### src/rtl/writeback_arbiter.sv
// Writeback arbiter: merges ALU and load results into one register-file write port.
// Latency: a source transfer in cycle N appears on rf_we/rf_waddr/rf_wdata in cycle N+1.
// Backpressure: only the granted source sees ready. Load beats ALU unless the ALU has lost STARVE_LIMIT cycles in a row.
//
// Ports:
//   clk, rst                        - clock, synchronous active-high reset
//   alu_valid/alu_ready/alu_rd/alu_data - ALU result source
//   mem_valid/mem_ready/mem_rd/mem_data - load result source
//   rf_we/rf_waddr/rf_wdata         - registered register-file write port
//   byp_rs{1,2}_addr/_hit/_data     - combinational forwarding of the current write
//                                     (present only when WB_BYPASS_EN is defined)
//
// Optional feature macro: WB_BYPASS_EN (forwarding ports and logic).
module writeback_arbiter #(
    parameter int unsigned STARVE_LIMIT = 4
) (
    input  logic        clk,
    input  logic        rst,

    input  logic        alu_valid,
    output logic        alu_ready,
    input  logic [4:0]  alu_rd,
    input  logic [31:0] alu_data,

    input  logic        mem_valid,
    output logic        mem_ready,
    input  logic [4:0]  mem_rd,
    input  logic [31:0] mem_data,

`ifdef WB_BYPASS_EN
    input  logic [4:0]  byp_rs1_addr,
    input  logic [4:0]  byp_rs2_addr,
    output logic        byp_rs1_hit,
    output logic        byp_rs2_hit,
    output logic [31:0] byp_rs1_data,
    output logic [31:0] byp_rs2_data,
`endif

    output logic        rf_we,
    output logic [4:0]  rf_waddr,
    output logic [31:0] rf_wdata
);

    localparam logic [3:0] LIMIT = 4'(STARVE_LIMIT);

    // Consecutive cycles the ALU was offering but lost to a load.
    logic [3:0]  starve_cnt;
    logic        force_alu;
    logic        xfer;
    logic [4:0]  sel_rd;
    logic [31:0] sel_data;

    assign force_alu = (starve_cnt == LIMIT);

    // Readies are held low during reset so nothing is consumed and then dropped.
    assign mem_ready = !rst && mem_valid && !force_alu;
    assign alu_ready = !rst && alu_valid && (!mem_valid || force_alu);

    assign xfer     = alu_ready || mem_ready;
    assign sel_rd   = mem_ready ? mem_rd   : alu_rd;
    assign sel_data = mem_ready ? mem_data : alu_data;

    always_ff @(posedge clk) begin
        if (rst) begin
            starve_cnt <= 4'd0;
        end else if (alu_valid && mem_valid && mem_ready) begin
            if (starve_cnt != LIMIT) begin
                starve_cnt <= starve_cnt + 4'd1;
            end
        end else if (alu_ready || !alu_valid) begin
            starve_cnt <= 4'd0;
        end
    end

    // Writes to x0 are consumed but never reach the register file; address
    // and data hold their last values whenever no write is issued.
    always_ff @(posedge clk) begin
        if (rst) begin
            rf_we    <= 1'b0;
            rf_waddr <= 5'd0;
            rf_wdata <= 32'd0;
        end else if (xfer && (sel_rd != 5'd0)) begin
            rf_we    <= 1'b1;
            rf_waddr <= sel_rd;
            rf_wdata <= sel_data;
        end else begin
            rf_we    <= 1'b0;
        end
    end

`ifdef WB_BYPASS_EN
    // Forward the write currently on the port to the operand read stage.
    assign byp_rs1_hit  = rf_we && (byp_rs1_addr == rf_waddr) && (byp_rs1_addr != 5'd0);
    assign byp_rs2_hit  = rf_we && (byp_rs2_addr == rf_waddr) && (byp_rs2_addr != 5'd0);
    assign byp_rs1_data = byp_rs1_hit ? rf_wdata : 32'd0;
    assign byp_rs2_data = byp_rs2_hit ? rf_wdata : 32'd0;
`endif

endmodule

### config.mk
export PLATFORM = sky130hd
export DESIGN_NAME = writeback_arbiter
export DESIGN_NICKNAME = d
export VERILOG_FILES = /design/src/rtl/writeback_arbiter.sv
export SDC_FILE = /design/constraint.sdc
export NUM_CORES = 1
export LEC_CHECK = 0
export CORE_UTILIZATION = 34
export CTS_CLUSTER_DIAMETER = 40
export DETAILED_ROUTE_END_ITERATION = 12
export PLACE_DENSITY = 0.8
export RECOVER_POWER = 25
export SYNTH_ARGS = -nofsm -noshare
export SYNTH_HDL_FRONTEND = slang
export SYNTH_SLANG_ARGS = --single-unit
### constraint.sdc
create_clock -name clk -period 1.6 [get_ports clk]
set_clock_uncertainty 0.05 [all_clocks]
set_input_delay 0.48 -clock clk [delete_from_list [all_inputs] [get_ports clk]]
set_output_delay 0.48 -clock clk [all_outputs]
set_load 0.03 [all_outputs]
* Word level (Yosys, flattened, before mapping)
Cells that the tools add are included. W data, S select, Z words.
Word-level totals: register bits 42, input bits 78, output and inout bits 40, logic and storage cells 31
Operators by class: add/subtract/negate cells 1, equal/unequal tests 3, mux-type cells 6, reduce and logical (&&, ||, !) cells 17
Operator list (number):
- $mux W32 | 1
- $mux W4 | 3
- $logic_and A1 B1 Y1 | 7
- $mux W5 | 1
- $reduce_bool A5 Y1 | 1
- $add A4 B1 Y4 const B | 1
- $eq A4 B3 Y1 const B | 1
- $logic_not A1 Y1 | 4
- $ne A4 B3 Y1 const B | 1
- $logic_or A1 B1 Y1 | 3
- $ne A2 B1 Y1 const B | 1
- $reduce_and A2 Y1 | 1
- $reduce_bool A2 Y1 | 1
- $mux W1 | 1

* Longest topological paths before layout
Gate-level depths: netlist of run 1.
depth after elaboration 7, depth in mapped cells 8, gate-level depth less buffers 6

* Worst setup path after synthesis of run 1
No wires, ideal clock.
kind register to output, from register starve_cnt[0], to output mem_ready, data arrival time 1.383 ns, required time 1.070 ns, setup slack -0.313 ns, stages on the path, launching flop included 6, buffers on the path 0, cell sequence dfxtp_1 > inv_1 > ha_1 > and3b_1 > nand2b_4 > nor2_1
On the way: word-level cells in the longest chain between the ends 3
RTL lines:
- start: declaration | line 47 | logic [3:0] starve_cnt;
- start signal: assignment | line 68 | starve_cnt <= starve_cnt + 4'd1;
- $eq A4 B3 Y1 | line 53 | assign force_alu = (starve_cnt == LIMIT);
- $logic_not A1 Y1 | line 56 | assign mem_ready = !rst && mem_valid && !force_alu;
- $logic_and A1 B1 Y1 | line 56
- end: declaration | line 26 | output logic mem_ready,
Every way passes these cells.

* Worst setup path in the final report of run 1
from register starve_cnt[1], to output mem_ready
The elaborated chain is that of the path after synthesis.

==> results by group, run 1 <==
Critical path
  • Reg2reg setup slack: -0.34 ns
  • CP Launch Type: register
  • Crit Path Max Fanout: 3
  • WP data arrival: about 1.4 ns
  • Worst Setup End Kind: output port
  • Reg-to-reg startpoint: starve_cnt[1]
  • Critical R2R Capture: rf_wdata[22]
  • Worst Reg-to-Reg Cells: 9
  • Critical path class: register to output port
  • Worst path required time: 1.07 ns

Drt
  • Initial drt markers: 89
  • Wire length per cell: 15.85 um
  • Drt pass-1 iters: 4
  • Remaining DRCs: 0
  • Final ANT Viol Nets: 0
  • Vias post-DR: around 2300
  • WL final: 6.960 mm
  • Vias per cell: ~5.2

Timing
  • Pins Over Slew Limit: 0
  • RSZ-0062 raised after global routing: true
  • Final WS setup: -0.3594 ns
  • Min Hold Slack: 0.4737 ns
  • Final worst path period share: 1.225
  • Fmax: ~510 MHz
  • Final min period: 1.959 ns
  • Worst slew margin: 0.6413
  • # setup viols final: 40
  • Slew of the pin with the lowest slew margin: 0.5309 ns
  • Final hold viol count: 0

Floorplanning
  • Die W: 77.84 um
  • Initial Util: 0.3530
  • Std-Cell Rows: 27
  • I/O Pins: 118
  • Die height: 77.84 um
  • Core ar.: 5540 sq um
  • Die Area: 6059 sq um

Global route
  • Gr usage total: 0.2220
  • Number of global-route vias before repair: 2204
  • Largest net degree at the start of global routing: 27
  • Initial antenna violation count: 0
  • First-pass GRT wire length: 10.61 mm
  • Gr ovfl total: 0

Cells and area
  • Fillers: 442
  • Multi-input logic area: around 1000 sq um
  • FF/Latch Area: about 840 sq um
  • Area delta synth->final: 94.43%
  • Proportion of layout cells with a drive suffix above 1: 0.2534
  • Antenna diodes: 0
  • Final net count: between 400 and 500

Clock tree
  • CTS tree: yes
  • Num Clock Sinks: 42
  • Worst-case clock buffer depth: 2
  • Post-CTS Hold Fix Bufs: 0
  • Root Buffer: clkbuf_8
  • CTS buffer count: 5
  • H-tree depth: 2
  • Worst-path clk slew: ~0.090 ns
  • Clk_lat worst skew: 0.28 ns

Synth
  • Ys async rst share: 0
  • Syn nets: between 200 and 300
  • Synth warn: 0
  • Post-Syn Area: 1956 sq um
  • EDFF count, synth: 0
  • Seq/Total Area, Yosys: 0.4299
  • Ys flop type: dfxtp_1
  • Post-synthesis cell count: 210
  • Yosys reg bits: 42
  • Mapped Avg Cell Area: 9.313 sq um
  • Distinct cells, synth: 34

Pwr
  • IR Drop Worst-Case VDD: approximately 0.00048 V
  • Leakage: 1.702 nW
  • Power Density: 794.6 nW/um^2

Outcome
  • Failing checks: setup timing
  • Status: finished with violations

Hold path
  • Hold worst-path end: rf_waddr[4]
  • Worst min path class: register to register
  • Hold path startpoint: rf_waddr[4]
  • Min-Delay Path Depth: 2

Placement
  • IO buf count: approximately 120
  • Detailed Place HPWL: approximately 4.6 mm
  • Dpl ws: -0.6375 ns
  • Final weighted congestion in routability-driven placement: 0.9312

Flow run
  • Max cap viols: 0
==> final cells by class <==
cell class | count | area share
clock buffers | 5 | 0.01810
repair buffers | 164 | 0.4179
multi-input cells | 115 | 0.2695
clock inverters | 3 | 0.01152
flip-flops and latches | 42 | 0.2218
inverters | 38 | 0.03751
well taps | 72 | 0.02369
==> worst max path at each step <==
stage	slack, ns	endpoint	startpoint	cells after the start
CTS	-0.35	alu_ready	starve_cnt[1]	5
global placement	-0.60	rf_waddr[3]	alu_rd[3]	6
detailed placement	-0.64	rf_waddr[3]	alu_rd[3]	6
finish	-0.36	mem_ready	starve_cnt[1]	6
global route	-0.42	mem_ready	starve_cnt[0]	6
floorplan	-0.15	rf_wdata[0]	starve_cnt[0]	8
==> cells in the final DEF, fill, tap and decap left out, types with 2 or more instances in the layout <==
| cell type | netlist | layout |
|---|---|---|
| clkdlybuf4s50_1 | 0 | 69 |
| dfxtp_1 | 42 | 40 |
| inv_1 | 37 | 35 |
| buf_4 | 0 | 33 |
| o21ai_0 | 32 | 32 |
| o221a_1 | 29 | 29 |
| clkdlybuf4s15_1 | 0 | 17 |
| dlygate4sd2_1 | 0 | 15 |
| nor2_1 | 12 | 11 |
| clkbuf_2 | 0 | 8 |
| buf_6 | 4 | 6 |
| buf_12 | 0 | 6 |
| clkbuf_8 | 0 | 5 |
| o221a_4 | 0 | 4 |
| inv_2 | 1 | 3 |
| a21oi_1 | 3 | 3 |
| dlymetal6s2s_1 | 0 | 3 |
| a21o_1 | 2 | 2 |
| nor4_1 | 2 | 2 |
| nor3_1 | 4 | 2 |
| nand2_1 | 3 | 2 |
| buf_16 | 0 | 2 |
| buf_2 | 4 | 2 |
| clkbuf_1 | 7 | 2 |
| dfxtp_2 | 0 | 2 |
==> timing repair <==
item                                    CTS  global route
buffers inserted                          9             4
pin swaps                                34            13
gates resized for setup                  69            48
endpoints found under the setup margin   81            70
gates cloned                              4             2
==> critical path: stages, from the launching register on <==
cell and delay, ns:
dfxtp_2 0.34, inv_2 0.04, ha_4 0.14, and3b_2 0.22
nand2b_4 0.16, nor2_4 0.10, buf_6 0.14
==> cell usage after synthesis (2+ instances only) <==
cell      count  area share
buf_6         4       0.023
nand2_1       3      0.0058
o211a_1       2       0.010
a21o_1        2      0.0077
a211oi_1      2      0.0077
nand3_1       2      0.0051
buf_2         4       0.010
a21oi_1       3      0.0077
o21ai_0      32       0.082
o32ai_1       2      0.0090
nor4_1        2      0.0064
o221a_2       4       0.023
nor3_1        4       0.010
nor2_1       12       0.023
o221a_1      29        0.17
inv_1        37       0.071
dfxtp_1      42        0.43
clkbuf_1      7       0.013
ha_1          2       0.013
==> power breakdown <==
part / switching, W / total [W] / internal [W]
clock: 0.000379 / 0.000847 / 0.000468
sequential: 0.0000600 / 0.00121 / 0.00115
combinational: 0.000472 / 0.000967 / 0.000495
==> routing by layer <==
layer	routed length, um	vias up	GRT usage
met4	64	0	0.06415
met1	3013	1108	0.2785
met2	3445	92	0.3841
met5	0	-	0
li1	-	1079	-
met3	437	7	0.04118
==> cells by family after synthesis <==
| family | count (synthesis) | share of synthesized area |
|---|---|---|
| AO/OA/AOI/OAI | 81 | 0.3397 |
| buffers and inverters | 53 | 0.1196 |
| flip-flops | 42 | 0.4299 |
| AND/OR/NAND/NOR | 30 | 0.08893 |
| XOR/XNOR | 2 | 0.008959 |
| adder cells (fa/ha/maj) | 2 | 0.01279 |
==> metrics by stage <==
stage	instances	util	power, W	instance area, sq um	TNS (ns)
2_1_floorplan	210	-	0.001645	1988	-4.348
3_3_place_gp	416	0.6177	0.002128	3422	-23.38
3_5_place_dp	416	0.6177	0.002143	3422	-24.32
4_1_cts	437	0.6863	0.003040	3802	-10.77
5_1_grt	439	0.6863	0.003164	3802	-11.65
6_report	439	0.6863	0.003021	3802	-9.879
==> flip-flops by register name, indices dropped and copies added (netlist names) <==
signal / cells
rf_waddr: 5
rf_wdata: 32
rf_we: 1
starve_cnt: 4
Note: power is estimated with default switching activity, not from simulation.
==> inputs of run 2 (changes only) <==
CORE_MARGIN = 4   (was unset)
==> results by group, run 2 (synthesis results as in run 1) <==
Hold path
  • Hold path startpoint: rf_waddr[1]
  • Worst min path class: register to register
  • Hold worst-path end: rf_waddr[1]
  • Min-Delay Path Depth: 2 (unchanged)

Timing
  • # setup viols final: 43 (+7.5%)
  • Slew of the pin with the lowest slew margin: 0.5156 ns (-0.01529 ns)
  • RSZ-0062 raised after global routing: true
  • Final hold viol count: 0 (unchanged)
  • Final WS setup: -0.3617 ns (-0.002291 ns)
  • Pins Over Slew Limit: 0 (unchanged)
  • Total negative slack: -10.23 ns (-0.3459 ns)
  • Final worst path period share: 1.226 (+0.001432)
  • Final min period: 1.962 ns (+0.002291 ns)
  • Fmax: 509.8 MHz (-0.12%)
  • Worst slew margin: 0.6516 (+0.01033)

Cells and area
  • Final cell count without fillers: 432 (-1.6%)
  • Layout Utilization: 0.6802 (-0.006097)
  • Max reg flops: 32 (unchanged)
  • Largest regs: rf_wdata (32), rf_waddr (5), starve_cnt (4)
  • Most frequent cells in the layout: clkdlybuf4s50_1 (71), dfxtp_1 (40), inv_1 (34), o21ai_0 (32), o221a_1 (29)
  • Register with the most flip-flops: rf_wdata
  • Final net count: 439 (-1.6%)
  • Most common cell after layout, fill and taps aside: clkdlybuf4s50_1
  • Cell area after layout: 3769 sq um (-0.89%)
  • Area delta synth->final: 92.71%
  • Antenna diodes: 0 (unchanged)
  • Proportion of layout cells with a drive suffix above 1: 0.2417 (-0.01174)

Pwr
  • IR Drop Worst-Case VDD: 0.0003518 V (-26%)
  • Leakage: 1.660 nW (-2.5%)
  • Design Power: 0.002872 W (-4.9%)
  • Power Density: 762.2 nW/um^2 (-4.1%)

Clock tree
  • CTS tree: yes
  • Root Buffer: clkbuf_8
  • Worst-case clock buffer depth: 2 (unchanged)
  • H-tree depth: 2 (unchanged)
  • Clk_lat worst skew: 0.29 ns (about the same)
  • Post-CTS Hold Fix Bufs: 0 (unchanged)
  • CTS buffer count: 5 (unchanged)
  • Num Clock Sinks: 42 (unchanged)
  • Worst-path clk slew: 0.08 ns (about the same)

Critical path
  • WP data arrival: 1.43 ns (about the same)
  • Slowest CP cell: dfxtp_2
  • CP cell instances: inv_2 -> ha_4 -> and3b_2 -> o211a_4 -> buf_6
  • Worst Reg-to-Reg Cells: 8 (-1)
  • Critical R2R Capture: rf_waddr[3]
  • Worst path required time: 1.07 ns (about the same)
  • Dominant delay contributor by cell family on the critical path: flip-flops
  • Reg-to-reg startpoint: starve_cnt[1]
  • Reg2reg setup slack: -0.29 ns (+0.05 ns)
  • CP Launch Type: register
  • Worst Setup End Kind: output port
  • Critical path class: register to output port
  • Worst path max stage delay: 0.34 ns (about the same)
  • CP Buf/Inv Count: 2 (unchanged)
  • Crit Path Max Fanout: 3 (unchanged)

Global route
  • M1 GR Usage: 0.2378 (-0.04070)
  • Met3 global-route usage: 0.04442 (+0.003246)
  • GR peak layer: met2
  • Largest net degree at the start of global routing: 31 (+15%)
  • Number of global-route vias before repair: 2241 (+1.7%)
  • Gr usage total: 0.1868 (-0.03523)
  • M2 GR Usage: 0.3145 (-0.06954)
  • First-pass GRT wire length: 10.81 mm (+1.9%)
  • Initial antenna violation count: 0 (unchanged)
  • Gr ovfl total: 0 (unchanged)

Floorplanning
  • Initial Util: 0.3530 (unchanged)
  • Std-Cell Rows: 27 (unchanged)
  • Die W: 83.84 um (+7.7%)
  • Die height: 83.84 um (+7.7%)
  • Die Area: 7029 sq um (+16%)
  • I/O Pins: 118 (unchanged)
  • Core ar.: 5540 sq um (unchanged)

Drt
  • WL final: 6.968 mm (+0.11%)
  • Initial drt markers: 66 (-26%)
  • Drt pass-1 iters: 4 (unchanged)
  • Vias post-DR: 2185 (-4.4%)
  • Wire length per cell: 16.13 um (+1.7%)
  • Vias per cell: 5.058 (-2.9%)
  • Final ANT Viol Nets: 0 (unchanged)
  • Remaining DRCs: 0 (unchanged)

Placement
  • Final weighted congestion in routability-driven placement: 0.8865 (-4.8%)
  • Detailed Place HPWL: 4.742 mm (+3.7%)
  • Placed instance count: 413 (-0.72%)
  • IO buf count: 117 (unchanged)
  • Post-DP Area: 3425 sq um (about the same)

Outcome
  • Failing checks: setup timing
  • Status: finished with violations

Flow run
  • Max cap viols: 0 (unchanged)
## run 2: timing repair
item                       in CTS  in global routing
pin swaps                      15                 27
resized for setup              68                 36
cloned                          4                  3
buffers inserted                8                  0
setup endpoints to repair      78                 59
## run 2: how the worst max path moves through the flow
| stage | startpoint | end | slack [ns] | depth (start not counted) |
|---|---|---|---|---|
| after detailed placement | alu_rd[3] | rf_wdata[10] | -0.63 | 6 |
| after floorplan | starve_cnt[0] | rf_wdata[0] | -0.15 | 8 |
| after global routing | starve_cnt[1] | mem_ready | -0.43 | 6 |
| after CTS | starve_cnt[1] | alu_ready | -0.36 | 5 |
| after global placement | alu_rd[3] | rf_wdata[12] | -0.58 | 6 |
| final | starve_cnt[1] | alu_ready | -0.36 | 5 |
## run 2: per-layer routing
| metal | vias up | wire (um) |
|---|---|---|
| met5 | - | 0 |
| met2 | 99 | 3457 |
| met4 | 0 | 94 |
| met3 | 11 | 502 |
| li1 | 1063 | - |
| met1 | 1012 | 2912 |
## run 2: cell type report
class,instances,area (sq um)
fill,473,1772
tap,72,90.09
inverter,38,142.6
sequential,42,843.3
multi-input combinational,115,1035
clock buffer,6,82.58
timing repair buffer,157,1563
clock inverter,2,12.51
## run 2: tightest hold or removal path: cells and delay by family, from the launching register on
family | cells | cell delay, ns
AOI/OAI and AO/OA | 1 | 0.07
and+or+nand+nor | 1 | 0.07
DFF | 1 | 0.32
## run 2: power breakdown
part / total, W / internal (W) / switching [W]
Sequential: 0.00120 / 0.00115 / 0.0000574
Combinational: 0.000959 / 0.000490 / 0.000469
Clock: 0.000709 / 0.000347 / 0.000363
Total: 0.00287 / 0.00198 / 0.000889
## run 2: stage by stage
step	worst slack, ns	hold WS (ns)
floorplan	-0.1462	0.3686
global placement	-0.5819	0.4243
detailed placement	-0.6274	0.4264
CTS	-0.3629	0.4561
global route	-0.4269	0.4927
finish	-0.3617	0.4543
==> inputs of run 3 (changes only) <==
CELL_PAD_IN_SITES_DETAIL_PLACEMENT = 1   (was unset)
CELL_PAD_IN_SITES_GLOBAL_PLACEMENT = 1   (was unset)
CORE_UTILIZATION = 24   (was 34)
==> results by group, run 3 (synthesis results as in run 1) <==
Critical path
  • Critical R2R Capture: rf_wdata[6]
  • Reg-to-reg startpoint: starve_cnt[0]
  • Reg2reg setup slack: -0.34 ns (-0.05 ns)
  • Critical path class: register to output port
  • Worst Setup End Kind: output port
  • Worst path required time: 1.07 ns (about the same)
  • Worst setup path end: mem_ready
  • WP data arrival: 1.47 ns (+0.04 ns)
  • CP Launch Type: register
  • Worst Reg-to-Reg Cells: 9 (+1)
  • Crit Path Max Fanout: 3 (unchanged)
  • Setup crit start: starve_cnt[0]

Floorplanning
  • Die W: 98.27 um (+17%)
  • Die Area: 9657 sq um (+37%)
  • Initial Util: 0.2505 (-0.1025)
  • Die height: 98.27 um (+17%)
  • Core ar.: 7807 sq um (+41%)
  • Std-Cell Rows: 32 (+19%)
  • I/O Pins: 118 (unchanged)

Cells and area
  • Largest regs: rf_wdata (32), rf_waddr (5), starve_cnt (4)
  • Most common cell after layout, fill and taps aside: clkdlybuf4s50_1
  • Final cell count without fillers: 474 (+9.7%)
  • Antenna diodes: 0 (unchanged)
  • Most frequent cells in the layout: clkdlybuf4s50_1 (66), dfxtp_1 (39), inv_1 (35), buf_4 (34), o21ai_0 (32)
  • Max reg flops: 32 (unchanged)
  • Layout Utilization: 0.5146 (-0.1656)
  • Proportion of layout cells with a drive suffix above 1: 0.2823 (+0.04059)
  • Final net count: 451 (+2.7%)
  • Area delta synth->final: 105.4%
  • Register with the most flip-flops: rf_wdata
  • Cell area after layout: 4018 sq um (+6.6%)

Clock tree
  • Clk_lat worst skew: 0.30 ns (about the same)
  • Worst-case clock buffer depth: 2 (unchanged)
  • Num Clock Sinks: 42 (unchanged)
  • H-tree depth: 2 (unchanged)
  • CTS tree: yes
  • Worst-path clk slew: 0.09 ns (about the same)
  • Post-CTS Hold Fix Bufs: 0 (unchanged)
  • CTS buffer count: 5 (unchanged)
  • Root Buffer: clkbuf_8

Global route
  • M1 GR Usage: 0.2219 (-0.01591)
  • Gr ovfl total: 0 (unchanged)
  • Largest net degree at the start of global routing: 27 (-13%)
  • GR peak layer: met2
  • First-pass GRT wire length: 13.83 mm (+28%)
  • Number of global-route vias before repair: 2527 (+13%)
  • Initial antenna violation count: 0 (unchanged)
  • Met3 global-route usage: 0.03857 (-0.005851)
  • Gr usage total: 0.1791 (-0.007669)
  • M2 GR Usage: 0.3241 (+0.009550)

Drt
  • Drt pass-1 iters: 4 (unchanged)
  • Initial drt markers: 87 (+32%)
  • Vias per cell: 4.768 (-5.7%)
  • Remaining DRCs: 0 (unchanged)
  • Vias post-DR: 2260 (+3.4%)
  • WL final: 8.766 mm (+26%)
  • Final ANT Viol Nets: 0 (unchanged)
  • Wire length per cell: 18.49 um (+15%)

Timing
  • Final min period: 2.002 ns (+0.04052 ns)
  • Pins Over Slew Limit: 0 (unchanged)
  • Final WS setup: -0.4022 ns (-0.04052 ns)
  • # setup viols final: 40 (-7.0%)
  • Worst slew margin: 0.6783 (+0.02676)
  • Min Hold Slack: 0.4537 ns (-0.0006040 ns)
  • Final hold viol count: 0 (unchanged)
  • Final worst path period share: 1.251 (+0.02532)
  • Slew of the pin with the lowest slew margin: 0.4818 ns (-0.03383 ns)
  • RSZ-0062 raised after global routing: true
  • Fmax: 499.4 MHz (-2.0%)
  • Total negative slack: -10.46 ns (-0.2361 ns)

Hold path
  • Worst min path class: register to register

Pwr
  • Power Density: 815.0 nW/um^2 (+6.9%)
  • Leakage: 1.737 nW (+4.6%)
  • IR Drop Worst-Case VDD: 0.0004190 V (+19%)

Outcome
  • Status: finished with violations
  • Failing checks: setup timing

Placement
  • IO buf count: 117 (unchanged)
  • Placed instance count: 445 (+7.7%)
  • Final weighted congestion in routability-driven placement: 0.8174 (-7.8%)
  • Post-DP Area: 3475 sq um (+1.5%)
  • Detailed Place HPWL: 5.756 mm (+21%)

Flow run
  • Max cap viols: 0 (unchanged)
==> run 3: worst min-delay path by stage <==
stage / from / end / cells past startpoint
floorplan: starve_cnt[0] / starve_cnt[0] / 1
global placement: rf_waddr[1] / rf_waddr[1] / 2
detailed placement: rf_waddr[1] / rf_waddr[1] / 2
CTS: rf_waddr[4] / rf_waddr[4] / 2
global route: rf_wdata[22] / rf_wdata[22] / 1
finish: rf_waddr[4] / rf_waddr[4] / 2
==> run 3: area by class of cell <==
type	instances	area (sq um)
timing repair buffer	168	1708
clock inverter	3	68.82
inverter	38	142.6
fill	878	3790
clock buffer	5	68.82
sequential	42	844.6
multi-input combinational	116	1057
tap	102	127.6
==> run 3: power breakdown <==
group | leakage (nW) | switching (W) | internal (W) | total [W]
Clock | 0.0683 | 0.000396 | 0.000626 | 0.00102
Sequential | 0.352 | 0.0000605 | 0.00115 | 0.00121
Combinational | 1.32 | 0.000507 | 0.000538 | 0.00104
==> run 3: through the flow <==
| step | worst slack, ns | power, W |
|---|---|---|
| final | -0.4022 | 0.003274 |
| after global routing | -0.4714 | 0.003406 |
| after CTS | -0.4051 | 0.003296 |
| after detailed placement | -1.271 | 0.002171 |
| after global placement | -1.163 | 0.002143 |
| after floorplan | -0.1462 | 0.001645 |
==> run 3: critical path: stages, from the launching register on <==
cell      delay (ns)
dfxtp_2         0.35
inv_2           0.04
ha_4            0.15
and3b_2         0.22
nand2b_4        0.16
nor2_4          0.11
buf_6           0.14
==> run 3: routing by layer <==
metal,routed length [um],part of all wire,vias to the layer above
met1,3808,0.43,1085
met3,440,0.050,2
met4,27,0.0031,0
met2,4489,0.51,81
met5,0,0,-
li1,-,-,1092
==> run 3: timing repair <==
action / CTS / global route
cloned: 8 / 0
setup endpoints to repair: 80 / 74
pin swaps: 39 / 1
gates resized for setup: 91 / 41
setup buffers: 12 / 2
